### config.mk
export PLATFORM = sky130hd
export DESIGN_NAME = scan_display_ctrl
export DESIGN_NICKNAME = d
export VERILOG_FILES = /design/src/rtl/scan_display_ctrl.sv
export SDC_FILE = /design/constraint.sdc
export NUM_CORES = 1
export LEC_CHECK = 0
export CORE_MARGIN = 2
export CORE_UTILIZATION = 55
export CTS_BUF_LIST = sky130_fd_sc_hd__clkbuf_16
export DETAILED_ROUTE_END_ITERATION = 8
export DONT_BUFFER_PORTS = 1
export PLACE_DENSITY = 0.7
export RECOVER_POWER = 100
export SKIP_CTS_REPAIR_TIMING = 1
export SLEW_MARGIN = 20
export SYNTH_ARGS = -nofsm -noshare
export SYNTH_HDL_FRONTEND = slang
export SYNTH_SLANG_ARGS = --single-unit
export TNS_END_PERCENT = 100
### constraint.sdc
create_clock -name clk_1khz -period 3.45 [get_ports clk_1khz]
set_clock_uncertainty 0.2 [all_clocks]
set_input_delay 0.345 -clock clk_1khz [delete_from_list [all_inputs] [get_ports clk_1khz]]
set_output_delay 0.345 -clock clk_1khz [all_outputs]
set_load 0.01 [all_outputs]
### src/rtl/scan_display_ctrl.sv
// Multiplexed 7-segment scan driver: one shared one-hot digit select feeds two segment blocks.
// It renders per-frame snapshots of the inputs, with leading-zero blanking, blink, decimal points and an enable.
module scan_display_ctrl #(
    parameter int unsigned N_DIGITS   = 4,
    parameter int unsigned BLINK_HALF = 250,
    parameter int unsigned HEX_EN     = 0
) (
    input  logic                    clk_1khz,
    input  logic                    rst,
    input  logic                    en,
    input  logic [4*N_DIGITS-1:0]   dig_r,
    input  logic [4*N_DIGITS-1:0]   dig_l,
    input  logic [N_DIGITS-1:0]     dp_r,
    input  logic [N_DIGITS-1:0]     dp_l,
    input  logic                    lz_l,
    input  logic [N_DIGITS-1:0]     blink_r,
    input  logic [N_DIGITS-1:0]     blink_l,
    output logic [N_DIGITS-1:0]     wei,
    output logic [7:0]              duan,
    output logic [7:0]              duan1
);

    localparam int unsigned SCAN_W  = $clog2(N_DIGITS);
    localparam int unsigned BLINK_W = (BLINK_HALF > 1) ? $clog2(BLINK_HALF) : 1;
    localparam int unsigned DIG_W   = 4 * N_DIGITS;
    localparam logic [SCAN_W-1:0]  LAST_POS   = SCAN_W'(N_DIGITS - 1);
    localparam logic [BLINK_W-1:0] BLINK_LAST = BLINK_W'(BLINK_HALF - 1);

    logic [SCAN_W-1:0]   r_scan_cnt;
    logic [BLINK_W-1:0]  r_blink_cnt;
    logic                r_blink_ph;
    logic [DIG_W-1:0]    r_dig_r;
    logic [DIG_W-1:0]    r_dig_l;
    logic [N_DIGITS-1:0] r_dp_r;
    logic [N_DIGITS-1:0] r_dp_l;
    logic                r_lz_l;
    logic [N_DIGITS-1:0] r_blink_r;
    logic [N_DIGITS-1:0] r_blink_l;
    logic [N_DIGITS-1:0] r_wei;
    logic [7:0]          r_duan;
    logic [7:0]          r_duan1;

    logic [3:0]          w_code_r;
    logic [3:0]          w_code_l;
    logic                w_dp_r;
    logic                w_dp_l;
    logic                w_blink_r;
    logic                w_blink_l;
    logic                w_lz_blank;
    logic                w_zero_run;
    logic [N_DIGITS-1:0] w_wei_nxt;
    logic [7:0]          w_glyph_r;
    logic [7:0]          w_glyph_l;

    // Segment pattern {a,b,c,d,e,f,g,dp} for one code; dp bit is always clear here
    function automatic logic [7:0] f_glyph(input logic [3:0] i_code);
        logic [7:0] v;
        v = 8'h00;
        case (i_code)
            4'h0: v = 8'hFC;
            4'h1: v = 8'h60;
            4'h2: v = 8'hDA;
            4'h3: v = 8'hF2;
            4'h4: v = 8'h66;
            4'h5: v = 8'hB6;
            4'h6: v = 8'hBE;
            4'h7: v = 8'hE0;
            4'h8: v = 8'hFE;
            4'h9: v = 8'hF6;
            4'hA: v = (HEX_EN != 0) ? 8'hEE : 8'h00;
            4'hB: v = (HEX_EN != 0) ? 8'h3E : 8'h00;
            4'hC: v = (HEX_EN != 0) ? 8'h9C : 8'h00;
            4'hD: v = (HEX_EN != 0) ? 8'h7A : 8'h00;
            4'hE: v = (HEX_EN != 0) ? 8'h9E : 8'h00;
            default: v = (HEX_EN != 0) ? 8'h8E : 8'h00;
        endcase
        return v;
    endfunction

    // Select the shadow fields of the current position; the zero run grows from the leftmost digit
    always_comb begin
        w_code_r   = 4'h0;
        w_code_l   = 4'h0;
        w_dp_r     = 1'b0;
        w_dp_l     = 1'b0;
        w_blink_r  = 1'b0;
        w_blink_l  = 1'b0;
        w_lz_blank = 1'b0;
        w_wei_nxt  = '0;
        w_zero_run = 1'b1;
        for (int k = int'(N_DIGITS) - 1; k >= 0; k--) begin
            w_zero_run = w_zero_run & (r_dig_l[4*k +: 4] == 4'h0);
            if (r_scan_cnt == SCAN_W'(k)) begin
                w_code_r     = r_dig_r[4*k +: 4];
                w_code_l     = r_dig_l[4*k +: 4];
                w_dp_r       = r_dp_r[k];
                w_dp_l       = r_dp_l[k];
                w_blink_r    = r_blink_r[k];
                w_blink_l    = r_blink_l[k];
                w_lz_blank   = r_lz_l & w_zero_run & (k != 0);
                w_wei_nxt[k] = 1'b1;
            end
        end
    end

    // Blink beats leading-zero blanking, and both also kill the decimal point
    always_comb begin
        w_glyph_r = f_glyph(w_code_r) | {7'b0, w_dp_r};
        w_glyph_l = f_glyph(w_code_l) | {7'b0, w_dp_l};
        if (w_blink_r & r_blink_ph) begin
            w_glyph_r = 8'h00;
        end
        if ((w_blink_l & r_blink_ph) | w_lz_blank) begin
            w_glyph_l = 8'h00;
        end
    end

    // Scan and blink timebases run regardless of en
    always_ff @(posedge clk_1khz or posedge rst) begin
        if (rst) begin
            r_scan_cnt  <= '0;
            r_blink_cnt <= '0;
            r_blink_ph  <= 1'b0;
        end else begin
            r_scan_cnt <= (r_scan_cnt == LAST_POS) ? '0 : r_scan_cnt + SCAN_W'(1);
            if (r_blink_cnt == BLINK_LAST) begin
                r_blink_cnt <= '0;
                r_blink_ph  <= ~r_blink_ph;
            end else begin
                r_blink_cnt <= r_blink_cnt + BLINK_W'(1);
            end
        end
    end

    // Shadow copy taken on the last position so a frame never tears
    always_ff @(posedge clk_1khz or posedge rst) begin
        if (rst) begin
            r_dig_r   <= '0;
            r_dig_l   <= '0;
            r_dp_r    <= '0;
            r_dp_l    <= '0;
            r_lz_l    <= 1'b0;
            r_blink_r <= '0;
            r_blink_l <= '0;
        end else if (r_scan_cnt == LAST_POS) begin
            r_dig_r   <= dig_r;
            r_dig_l   <= dig_l;
            r_dp_r    <= dp_r;
            r_dp_l    <= dp_l;
            r_lz_l    <= lz_l;
            r_blink_r <= blink_r;
            r_blink_l <= blink_l;
        end
    end

    always_ff @(posedge clk_1khz or posedge rst) begin
        if (rst) begin
            r_wei   <= '0;
            r_duan  <= 8'h00;
            r_duan1 <= 8'h00;
        end else begin
            r_wei   <= en ? w_wei_nxt : '0;
            r_duan  <= en ? w_glyph_r : 8'h00;
            r_duan1 <= en ? w_glyph_l : 8'h00;
        end
    end

    assign wei   = r_wei;
    assign duan  = r_duan;
    assign duan1 = r_duan1;

endmodule

## Word level (Yosys, flattened, before mapping)

Memories as Yosys holds them, arrays and structs flattened.
Index checks and enable logic that the tools add are counted.

- ROM bits: 224
- Input bits: 52
- Logic and storage cells: 75
- Bits in registers: 80
- Memories: 2

Memories:

| name | depth | bits a word | read ports | clocked after Yosys merged registers in | wr ports | line | RTL |
|---|---|---|---|---|---|---|---|
| (name not given) | 16 | 7 | 1 | 0 | 0 | 59 | `case (i_code)` |
| (name not given) | 16 | 7 | 1 | 0 | 0 | 59 |  |

- Equal/unequal tests: 4
- Bitwise operators: 11
- Reductions and logical operators: 4
- $add $sub $neg: 2
- Multiplexer cells: 39

Operator list:

| operator | number |
|---|---|
| two-way mux 8 bit | 5 |
| two-way mux 4 bit | 9 |
| two-way mux 1 bit | 24 |
| bitwise OR 8 x 1 -> 8 bit | 2 |
| zero test 4 bit | 3 |
| adder 8 x 1 -> 8 bit, second input constant | 1 |
| == test 8 bit, second input constant | 1 |
| bitwise AND 1 bit | 7 |
| == test 2 bit, second input constant | 2 |
| adder 2 x 1 -> 2 bit, second input constant | 1 |
| == test 2 x 1 -> 1 bit, second input constant | 1 |
| zero test 2 bit | 1 |
| two-way mux 2 bit | 1 |
| NOT 1 bit | 1 |
| bitwise OR 1 bit | 1 |

## Logic depth before layout (Yosys ltp)

Gate-level depths: netlist (run 1).

- Word-level depth: 9
- Depth in mapped cells: 13
- Mapped depth without buffers: 11

## Worst setup path after synthesis (run 1)

Ideal clock, no wire load.

- Path kind: reg2reg
- Start: register r_scan_cnt[0]
- End: register r_duan[4] (netlist: duan[4])
- Buffers on the path: 2
- Cell stages (with the launch flop): 11
- Arrival: 2044 ps
- Path slack: 1127 ps
- Required time: 3171 ps
- Cells stage by stage: dfrtp_1 -> inv_1 -> ha_1 -> buf_6 -> buf_2 -> nor2_1 -> nand2_1 -> o221ai_1 -> ha_1 -> or3_1 -> a21oi_1

- Cells in the longest elaborated chain, start to end: 9
- Elaborated cells on any way between the ends: 17
- Classes of those cells: eq/ne: 3; mux: 10; bitwise: 2; reduce/logical: 1; memory: 1

RTL lines:

| what | line | RTL |
|---|---|---|
| start, declared | 29 | `logic [SCAN_W-1:0] r_scan_cnt;` |
| start signal, assigned | 125 | `r_scan_cnt <= (r_scan_cnt == LAST_POS) ? '0 : r_scan_cnt + SCAN_W'(1);` |
| == test 2 bit | 93 | `if (r_scan_cnt == SCAN_W'(k)) begin` |
| two-way mux 4 bit (4 in series) | 93 |  |
| memory (16 x 7 bit) | - |  |
| bitwise OR 8 x 1 -> 8 bit | 108 | `w_glyph_r = f_glyph(w_code_r) \| {7'b0, w_dp_r};` |
| two-way mux 8 bit (*) | 110 | `if (w_blink_r & r_blink_ph) begin` |
| two-way mux 8 bit (*) | 163 | `r_duan <= en ? w_glyph_r : 8'h00;` |
| end signal, assigned | 163 |  |
| end, declared | 40 | `logic [7:0] r_duan;` |

Mark *: on every way between the ends. The rest lies on a longest branch, timed or not.
A chain may end at the register's enable or synchronous reset.

## Worst setup path in the final report (run 1)

- Start: register r_scan_cnt[0]
- End: register r_duan[3] (netlist: duan[3])

The elaborated chain is that of the path after synthesis.

==> parameters.txt, run 1 <==
Parameter                              Value

Synthesis
  Cells taking the most area after synthesis    dfrtp_1 (53%), mux2_2 (15%), ha_1 (5.3%)
  Combinational family with the most area after synthesis    multiplexers
  Post-synthesis sequential area ratio    52.9%
  Dominant register cell in the synthesized netlist    dfrtp_1
  Commonest cells post-synth    dfrtp_1 (80), mux2_2 (52), nand2_1 (27)
  Most frequent cell after synthesis    dfrtp_1
  Number of enable-type register cells in the synthesized netlist    0
  Fraction of synthesized area in multiplexers    15.5%
  Number of cells produced by synthesis    318
  Library cells used by synthesis    51
  Most area-hungry cell type in the Yosys netlist    dfrtp_1
  Arithmetic-cell share of the synthesized area counting full adders, half adders and majority gates    5.29%
  Share of async-settable or async-resettable flops after synthesis    100%
  Post-Synthesis Mean Instance Area    11.9 sq um
  Simple-gate area share of the yosys netlist    11.1%
  Complex-gate fraction of the synthesized area    10.4%
  Yosys top cell area share    52.9%
  Synth Area in XOR/XNOR    1.39%
  Synthesis-stage register bit count    80
  Number of nets produced by synthesis    386
  Post-synth design cell area    3780 sq um
  Warnings, synthesis    0

Finish
  Fraction of layout cells with a size suffix above 1    20.4%
  Summed area of non-filler cells in the final layout    4570 sq um
  Number of antenna repair diodes    0
  Fillers    495
  Non-filler cells, final    457
  Relative area change from synthesis to final layout    20.8%
  End-of-flow core utilization    68.0%
  Number of nets at the end of the flow    440

Critical path
  Critical path endpoint    duan[3]$_DFF_PP0_
  Most common cell on crit path    a21oi_1
  Required time worst endpoint    3410 ps
  Startpoint of the most critical register-to-register path    r_scan_cnt[0]$_DFF_PP0_
  Critical Setup Path Class    reg -> reg
  Element type at the critical path start    flip-flop
  Launching instance or port of the critical path    r_scan_cnt[0]$_DFF_PP0_
  Worst reg-to-reg setup slack    310 ps
  Category of the worst setup path capture point    flip-flop
  Capturing point of the worst reg2reg path    duan[3]$_DFF_PP0_
  Ordered list of cells on the worst path    ha_1 -> and2b_1 -> a221oi_1 -> nor3_1 -> a21oi_1 -> o21ai_0 -> a21oi_1
  Slowest library cell on the worst path    o21ai_0
  Peak per-stage delay on the critical path    760 ps
  Worst-path maximum fanout    20
  Worst Path Arrival    3090 ps
  Reg2reg path depth    7

Clock network
  Max Buffers Root-to-Sink    2
  Number of clock sinks    80
  Clock insertion delay at the later pin of the skew report    330 ps
  Number of buffers inserted during clock tree synthesis    9
  TritonCTS clock tree    built
  Clock slew seen by the registers of the worst setup and hold paths    60 ps
  Htree depth    3
  Root buffer selected by CTS    clkbuf_16

Floorplanning
  Area inside the core boundary    6720 sq um
  Overall die height    86.9 microns
  Number of I/O pins    72
  Die Footprint    7560 sq um
  Chip width    86.9 microns
  Row Count    30
  Starting Density    56.3%

Place
  Cell Count Post-Placement    390
  Post-Place Worst Slack    481 ps
  Placed wire-length estimate    4990 microns
  Area post-placement    3840 sq um
  Number of I/O port buffers    0
  Weighted congestion at the end of routability-driven global placement    0.807

STA
  Endpoints failing hold    0
  Fin crit period    3140 ps
  Final-report max-slew violation count    0
  Worst hold-check slack    262 ps
  Max-Slew Margin vs Limit    11.5%
  Maximum clock frequency    319 MHz
  Setup repair after global routing missed its margin    false
  Portion of the clock cycle consumed by the worst path in the final layout    90.9%
  Total setup violations reported at the end of the flow    0
  Accumulated negative setup slack    0 ps
  Setup slack of the critical path after layout    313 ps
  Slew at the pin closest to its max-slew limit    1330 ps

Routing
  Aggregate routed wire length    7580 microns
  Number of design rule violations left after detail routing    0
  Number of nets still failing antenna checks after routing    0
  Number of vias after detailed routing    2542
  Detailed-router iteration count before antenna repair    4
  Routed length per instance    16.6 microns
  Initial DRC count    124
  Vias/cell    5.56

GRT
  Met1 track demand over resource    27.9%
  Number of antenna violations at the first check in global routing    0
  Met2 GRT Util    30.8%
  Most congested layer reported by global routing    met2
  GR Overflow Total    0
  Overall routing resource usage    20.3%
  Met3 track demand over resource    5.12%
  Global-route wire length before repair    11900 microns
  Number of global-route vias before repair    2420
  Pin count of the biggest net entering global routing    67

Pwr
  Power density cells    433 nW/um^2
  Max rail drop VDD    0.000258 V
  Total leakage power    1.97 nW
  Total design power    1.98 mW

Min path
  Kind of path behind the tightest hold check    in -> reg

Outcome
  Outcome    finished clean

Flow run
  Total of max-cap violations    0
-- placed cells by master, fill, tap and decap left out, types with 2 or more instances in the layout --
cell type and count:
dfrtp_1 80, mux2_2 52, dlygate4sd3_1 51, nand2_1 27, a21oi_1 21, nor2_1 20, ha_1 16, inv_1 10
o21ai_0 9, clkbuf_16 9, nor3_1 5, o221ai_1 4, or3_1 4, nor2b_1 4, a221oi_1 4, nand3_1 3
xor2_1 3, xnor2_1 3, o211ai_1 3, nand3b_1 3, and2_0 3, clkinv_2 3, clkinv_1 3, clkbuf_1 3
inv_2 2, a21o_1 2, a21oi_2 2, a2bb2oi_1 2, and2_1 2, buf_4 2
-- cells by family (layout without fill, tap and decap cells) --
| kind of cell | after synthesis | after routing |
|---|---|---|
| xor gates and xnor gates | 6 | 6 |
| AOI/OAI and AO/OA | 56 | 56 |
| buffers and inverters | 25 | 84 |
| DFF | 80 | 80 |
| and+or+nand+nor | 83 | 83 |
| adders and majority gates | 16 | 16 |
| muxes | 52 | 52 |
-- routing by layer --
| metal | part of all wire [%] | vias up |
|---|---|---|
| li1 | - | 1224 |
| met1 | 47 | 1231 |
| met2 | 47 | 72 |
| met3 | 4.2 | 15 |
| met4 | 2.4 | 0 |
| met5 | 0 | - |
-- critical path, delay by kind of cell, from the launching register on --
| family | cells | cell delay, ps |
|---|---|---|
| AND/OR/NAND/NOR | 2 | 590 |
| AO/OA/AOI/OAI | 4 | 1080 |
| adder cells (fa/ha/maj) | 1 | 710 |
| flip-flops | 1 | 390 |
-- how the worst min path moves through the flow --
stage	from	end	slack, ps	depth (start not counted)
final	en	duan[4]$_DFF_PP0_	260	2
after global routing	en	duan[4]$_DFF_PP0_	270	2
after CTS	en	wei[2]$_DFF_PP0_	-50	1
after detailed placement	en	wei[2]$_DFF_PP0_	280	1
after global placement	r_scan_cnt[0]$_DFF_PP0_	r_scan_cnt[0]$_DFF_PP0_	270	1
after floorplan	r_scan_cnt[0]$_DFF_PP0_	r_scan_cnt[0]$_DFF_PP0_	250	1
-- registers in the layout, indices dropped and copies added, names as in the netlist --
| register | cells |
|---|---|
| r_blink_ph | 1 |
| duan | 8 |
| wei | 4 |
| r_dp_l | 4 |
| r_lz_l | 1 |
| duan1 | 8 |
| r_blink_cnt | 8 |
| r_scan_cnt | 2 |
| r_blink_l | 4 |
| r_dig_r | 16 |
| r_dp_r | 4 |
| r_dig_l | 16 |
| r_blink_r | 4 |
-- report_power, final --
part	total (mW)	switching, mW	internal [mW]
registers	1.01	0.0314	0.981
clock network	0.811	0.339	0.472
logic	0.154	0.0692	0.0850
-- cell type report --
type	count	area, sq um	area share, %
flip-flops and latches	80	2000	43.8
multi-input cells	213	1630	35.6
repair buffers	56	537	11.7
clock buffers	9	225	4.93
well taps	80	100	2.19
inverters	12	47.5	1.04
clock inverters	7	30.0	0.657
No activity file was read; power rests on OpenSTA's default activity.
==> inputs of run 2 (changes only) <==
CTS_CLUSTER_DIAMETER = 50   (was default)
==> results of run 2 <==
No change in the layout: final DEF, timing and power equal those of run 1.
